==> config.mk <==
export PLATFORM = sky130hd
export DESIGN_NAME = irq_ctrl_flat
export DESIGN_NICKNAME = d
export VERILOG_FILES = /design/src/rtl/irq_ctrl_pkg.sv /design/src/rtl/irq_ctrl_if.sv /design/src/rtl/irq_prio_enc.sv /design/src/rtl/irq_ctrl.sv /design/src/flat_wrapper.sv
export SDC_FILE = /design/constraint.sdc
export NUM_CORES = 1
export LEC_CHECK = 0
export BUFFER_PORTS_ARGS = -buffer_cell sky130_fd_sc_hd__buf_2
export CAP_MARGIN = 5
export CORE_MARGIN = 1
export CORE_UTILIZATION = 44
export CTS_BUF_LIST = sky130_fd_sc_hd__clkbuf_4 sky130_fd_sc_hd__clkbuf_8 sky130_fd_sc_hd__clkbuf_16
export DETAILED_ROUTE_END_ITERATION = 10
export GPL_ROUTABILITY_DRIVEN = 0
export PLACE_DENSITY = 0.85
export SLEW_MARGIN = 25
export SYNTH_ARGS = -nofsm -noshare
export SYNTH_HDL_FRONTEND = slang
export SYNTH_SLANG_ARGS = --single-unit
==> constraint.sdc <==
create_clock -name clk -period 1.33 [get_ports clk]
set_input_delay 0.0665 -clock clk [delete_from_list [all_inputs] [get_ports clk]]
set_output_delay 0.0665 -clock clk [all_outputs]
set_load 0.01 [all_outputs]
==> src/rtl/irq_ctrl_pkg.sv <==
// irq_ctrl_pkg: register addresses and FSM state encoding shared by the interrupt controller
package irq_ctrl_pkg;
  localparam logic [1:0] IRQ_REG_PENDING = 2'd0;
  localparam logic [1:0] IRQ_REG_MASK = 2'd1;
  localparam logic [1:0] IRQ_REG_EDGE = 2'd2;
  localparam logic [1:0] IRQ_REG_ID = 2'd3;
  typedef enum logic [1:0] {
    IRQ_IDLE = 2'd0,
    IRQ_REQ = 2'd1,
    IRQ_SERVICE = 2'd2
  } irq_state_t;
endpackage

==> src/rtl/irq_ctrl_if.sv <==
// irq_ctrl_if: MMIO register port plus CP0 request/ack/eret handshake
interface irq_ctrl_if #(parameter int IDW = 3);
  logic reg_we;
  logic [1:0] reg_addr;
  logic [31:0] reg_wdata;
  logic [31:0] reg_rdata;
  logic ir_req;
  logic [IDW-1:0] irq_id;
  logic ir_ack;
  logic eret;
  modport master(output reg_we, reg_addr, reg_wdata, ir_ack, eret, input reg_rdata, ir_req, irq_id);
  modport slave(input reg_we, reg_addr, reg_wdata, ir_ack, eret, output reg_rdata, ir_req, irq_id);
endinterface

==> src/rtl/irq_prio_enc.sv <==
// irq_prio_enc: combinational lowest-index priority encoder
module irq_prio_enc #(
  parameter int NIRQ = 8,
  parameter int IDW = 3
) (
  input  logic [NIRQ-1:0] req,
  output logic [IDW-1:0]  id,
  output logic            valid
);
  assign valid = |req;
  always_comb begin
    id = '0;
    for (int i = NIRQ - 1; i >= 0; i--) if (req[i]) id = IDW'(i);
  end
endmodule

==> src/rtl/irq_ctrl.sv <==
// irq_ctrl: external interrupt controller feeding CP0 ir_in; define IRQ_SYNC_EN for 2-FF input synchronisers
module irq_ctrl
  import irq_ctrl_pkg::*;
#(
  parameter int NIRQ = 8,
  parameter int IDW = 3
) (
  input  logic            clk,
  input  logic            rst,
  input  logic [NIRQ-1:0] irq_src,
  irq_ctrl_if.slave       bus
);
  logic [NIRQ-1:0] s, s_prev, pending, mask, edge_sel, active, set, clr, wd;
  logic [IDW-1:0] id, id_n, enc_id;
  logic enc_valid;
  logic [31:0] rd_n;
  irq_state_t state, state_n;
`ifdef IRQ_SYNC_EN
  logic [NIRQ-1:0] sync1, sync2;
  always_ff @(posedge clk or posedge rst)
    if (rst) begin
      sync1 <= '0;
      sync2 <= '0;
    end else begin
      sync1 <= irq_src;
      sync2 <= sync1;
    end
  assign s = sync2;
`else
  assign s = irq_src;
`endif
  assign wd = NIRQ'(bus.reg_wdata);
  assign active = pending & mask;
  assign set = (edge_sel & s & ~s_prev) | (~edge_sel & s);
  // an acknowledged edge source is consumed; level sources re-pend from the line itself
  assign clr = ({NIRQ{bus.reg_we && bus.reg_addr == IRQ_REG_PENDING}} & wd)
             | ({NIRQ{state == IRQ_REQ && bus.ir_ack}} & edge_sel & (NIRQ'(1) << id));
  assign bus.ir_req = state == IRQ_REQ;
  assign bus.irq_id = id;
  irq_prio_enc #(.NIRQ(NIRQ), .IDW(IDW)) u_enc (.req(active), .id(enc_id), .valid(enc_valid));
  always_comb begin
    state_n = state;
    id_n = id;
    case (state)
      IRQ_IDLE: begin
        state_n = enc_valid ? IRQ_REQ : IRQ_IDLE;
        id_n = enc_valid ? enc_id : id;
      end
      IRQ_REQ: state_n = bus.ir_ack ? IRQ_SERVICE : (active[id] ? IRQ_REQ : IRQ_IDLE);
      IRQ_SERVICE: state_n = bus.eret ? IRQ_IDLE : IRQ_SERVICE;
      default: state_n = IRQ_IDLE;
    endcase
  end
  always_comb begin
    rd_n = bus.reg_addr == IRQ_REG_PENDING ? 32'(pending)
         : bus.reg_addr == IRQ_REG_MASK ? 32'(mask)
         : bus.reg_addr == IRQ_REG_EDGE ? 32'(edge_sel)
         : {state != IRQ_IDLE, {(31 - IDW){1'b0}}, id};
  end
  always_ff @(posedge clk or posedge rst)
    if (rst) begin
      state <= IRQ_IDLE;
      id <= '0;
      pending <= '0;
      mask <= '0;
      edge_sel <= '0;
      s_prev <= '0;
      bus.reg_rdata <= '0;
    end else begin
      state <= state_n;
      id <= id_n;
      pending <= (pending & ~clr) | set;
      if (bus.reg_we && bus.reg_addr == IRQ_REG_MASK) mask <= wd;
      if (bus.reg_we && bus.reg_addr == IRQ_REG_EDGE) edge_sel <= wd;
      s_prev <= s;
      bus.reg_rdata <= rd_n;
    end
endmodule
==> src/flat_wrapper.sv <==
// flat-port wrapper written by rule: the top's interface ports become plain ports
module irq_ctrl_flat import irq_ctrl_pkg::*;
#(
  parameter int NIRQ = 8,
  parameter int IDW = 3
)
  (clk, rst, irq_src, bus_reg_we, bus_reg_addr, bus_reg_wdata, bus_ir_ack, bus_eret, bus_reg_rdata, bus_ir_req, bus_irq_id);
  irq_ctrl_if #(.IDW(IDW)) bus_i ();
  input  logic clk;
  input  logic rst;
  input  logic [NIRQ-1:0] irq_src;
  input wire logic [$bits(bus_i.reg_we)-1:0] bus_reg_we;
  input wire logic [$bits(bus_i.reg_addr)-1:0] bus_reg_addr;
  input wire logic [$bits(bus_i.reg_wdata)-1:0] bus_reg_wdata;
  input wire logic [$bits(bus_i.ir_ack)-1:0] bus_ir_ack;
  input wire logic [$bits(bus_i.eret)-1:0] bus_eret;
  output wire logic [$bits(bus_i.reg_rdata)-1:0] bus_reg_rdata;
  output wire logic [$bits(bus_i.ir_req)-1:0] bus_ir_req;
  output wire logic [$bits(bus_i.irq_id)-1:0] bus_irq_id;
  assign bus_i.reg_we = bus_reg_we;
  assign bus_i.reg_addr = bus_reg_addr;
  assign bus_i.reg_wdata = bus_reg_wdata;
  assign bus_i.ir_ack = bus_ir_ack;
  assign bus_i.eret = bus_eret;
  assign bus_reg_rdata = bus_i.reg_rdata;
  assign bus_ir_req = bus_i.ir_req;
  assign bus_irq_id = bus_i.irq_id;
  irq_ctrl #(.NIRQ(NIRQ), .IDW(IDW)) u_core (.clk(clk), .rst(rst), .irq_src(irq_src), .bus(bus_i));
endmodule
==> results by group <==
Yosys
  • Syn Area/Cell: 11.4 um^2
  • Post-synth EDFFs: 0
  • Seq/Total Area, Yosys: 51.7%
  • Cell taking the most area after synthesis: dfrtp_1
  • Number of distinct library cells after synthesis: 27
  • Synth Instances: 196
  • Synthesized area: around 2200 um^2
  • Yosys reg bits: 46
  • Async SR Flop Fraction: 100%
  • Synth warn: 0
  • Ys flop type: dfrtp_1
  • Synth area leaders: dfrtp_1 52%, mux2_2 8.6%, buf_4 7.7%, mux4_2 5.1%, nand2_1 3.9%
  • Yosys top cell area share: 51.7%

Finish
  • Area Overhead vs Synth: 37.4%
  • Commonest cells after routing, fill and taps aside: 45 x dfrtp_1, 41 x buf_4, 35 x buf_2
  • Number of diodes: 0
  • Commonest non-fill, non-tap cell in the layout: dfrtp_1
  • Final #Nets: approximately 340
  • Share of layout cells above drive strength 1: ~46%

Timing
  • Final Cycle Share: 111%
  • Endpoints failing setup: 5
  • Setup Skew: 1.90 ps
  • Fin. max-slew vios: 0
  • Worst hold slack: 17.6 ps
  • Crit path time final: 1470 ps
  • Final hold vios: 0
  • RSZ-0062 raised after global routing: true
  • Max Freq: between 0.6 and 0.7 GHz
  • Final WS setup: -140 ps

Detailed routing
  • Vias after detailed routing: 1779
  • DR iter-0 viols: 137
  • WL/cell: 15.0 um
  • Drt drc: 0
  • Vias/cell: 4.98
  • First-pass detailed-route iteration total: 4
  • Antenna-violating nets left: 0
  • Final wirelength: 5.34 mm

Floorplanning
  • Starting Density: 46.6%
  • Core ar.: 4790 um^2
  • Die H: 73.2 um
  • I/O pin total: 83
  • Die ar.: approximately 5400 um^2
  • # rows: 25
  • Die Wd: 73.2 um

Critical path
  • Reg2reg start: u_core.bus.irq_id[2]
  • Setup crit end kind: flip-flop
  • Top cell family by delay on the critical path: multiplexers
  • R2r setup slk: -140 ps
  • R2r worst-path depth: 3
  • Crit path arrival time: 1680 ps
  • Setup CP Type: flip-flop to flip-flop
  • CP Buf/Inv Count: 0
  • CP max stage delay: between 500 and 600 ps
  • Crit start category: flip-flop
  • Reg2reg end: u_core.state[0]
  • Slowest-stage cell, CP: mux4_2
  • CP required: 1540 ps
  • CP max FO: 3
  • Crit-path cells: mux4_2 -> mux2_4 -> o41ai_2

Clock network
  • Worst skew pair latency: 300 ps
  • Sink Count: 46
  • TritonCTS clock tree: done
  • Root Buffer: clkbuf_8
  • # H-tree levels: 2
  • Worst-path clk slew: 80 ps
  • CTS buffer count: 5
  • CTS max path bufs: 2

Min path
  • Min-Delay Path Class: primary input to flip-flop
  • Worst Hold Depth: 2
  • Hold path endpoint: u_core.bus.reg_rdata[4]
  • Min-delay src: bus_reg_addr[0]

Flow run
  • Number of max-cap violations: 0

Global route
  • First-pass GRT wire length: roughly 8.4 mm
  • Largest net degree at the start of global routing: 30
  • GRT overflow: 0
  • Tot GR Track Use: between 20% and 30%
  • Initial antenna violation count: 0
  • Vias in the first global route: 1753

Placement
  • I/O Buffers: 35
  • DP HPWL: 3.80 mm

Outcome
  • Run status: finished with violations
  • Violated checks: setup timing

Pwr
  • Leakage: 1.44 nW
  • Overall Power: 4.57 mW
  • Worst vdd ir: 0.000736 V
  • Power per Cell Area: 1490 nW/um^2
## repair_timing
| item | in CTS | in global routing |
|---|---|---|
| endpoints found under the hold margin | 27 | 0 |
| gates cloned | 0 | 0 |
| resized for setup | 18 | 20 |
| endpoints found under the setup margin | 10 | 11 |
| hold buffers | 11 | 0 |
| buffers inserted | 0 | 3 |
| pin swaps | 5 | 7 |
## synthesized netlist by cell type (all sizes together), types with 2 or more instances
library cell and count:
o311ai 2, nor2 8, o21ai 14, mux2i 5
nand3 4, nand3b 2, nand2 23, mux4 5
buf 26, a21oi 6, nor2b 2, o221ai 8
dfrtp 46, mux2 17, a22oi 3, inv 10
nand2b 2, a21boi 6
## cells by family (layout without fill, tap and decap cells)
group | after synthesis | in the layout | share of synthesized area [%]
DFF | 46 | 46 | 51.7
AOI/OAI and AO/OA | 43 | 43 | 13.4
and+or+nand+nor | 43 | 43 | 8.53
buffers and inverters | 36 | 108 | 10.4
muxes | 27 | 27 | 15.9
other | 1 | 23 | 0.168
## sequential cells by signal, indices dropped and copies added (netlist names)
signal and flops:
u_core.s_prev 8, u_core.bus.reg_rdata 9, u_core.bus.irq_id 3, u_core.mask 8, u_core.state 2, u_core.edge_sel 8
u_core.pending 8
## worst max-delay path by stage
stage                         start           endpoint  slack [ps]  depth (start not counted)
2_1_floorplan  u_core.bus.irq_id[0]    u_core.state[0]        -210                          4
3_3_place_gp   u_core.bus.irq_id[2]  u_core.pending[0]        -140                          4
3_5_place_dp   u_core.bus.irq_id[2]  u_core.pending[3]        -180                          5
4_1_cts        u_core.bus.irq_id[2]    u_core.state[0]        -150                          3
5_1_grt        u_core.bus.irq_id[2]    u_core.state[0]        -180                          3
6_report       u_core.bus.irq_id[2]    u_core.state[0]        -140                          3
## power breakdown
part	leakage [nW]	total (mW)	internal (mW)	switching [mW]
Sequential	0.523	1.87	1.66	0.216
Clock	0.0452	0.839	0.403	0.436
Combinational	0.869	1.86	0.976	0.881
Total	1.44	4.57	3.04	1.53
## worst reg2reg max path, stage by stage (launching register included)
cell	delay, ps
dfrtp_2	410
mux4_2	510
mux2_4	270
o41ai_2	190
## through the flow
stage                     worst slack, ps  area [um^2]  TNS, ps  std cells  util (%)
after detailed placement             -178         2710    -1070        337      56.7
after global placement               -136         2710     -754        337      56.7
final                                -140         3060     -279        357      64.0
after global routing                 -179         3060     -533        357      64.0
after floorplan                      -213         2310     -300        218         -
after CTS                            -155         2950     -270        355      61.7
## layout make-up
class | count | area, um^2
clock buffer | 7 | 83.8
fill | 371 | 1720
timing repair buffer | 91 | 647
sequential | 46 | 1150
multi-input combinational | 136 | 1060
inverter | 10 | 37.5
tap | 67 | 83.8
## per-layer routing
layer | up-vias | share of wire, % | GRT usage [%]
li1 | 844 | - | -
met1 | 869 | 42 | 25.5
met2 | 53 | 51 | 37.6
met3 | 13 | 5.0 | 5.66
met4 | 0 | 2.3 | 9.59
met5 | - | 0 | 0
(Power assumes the default switching activity.)
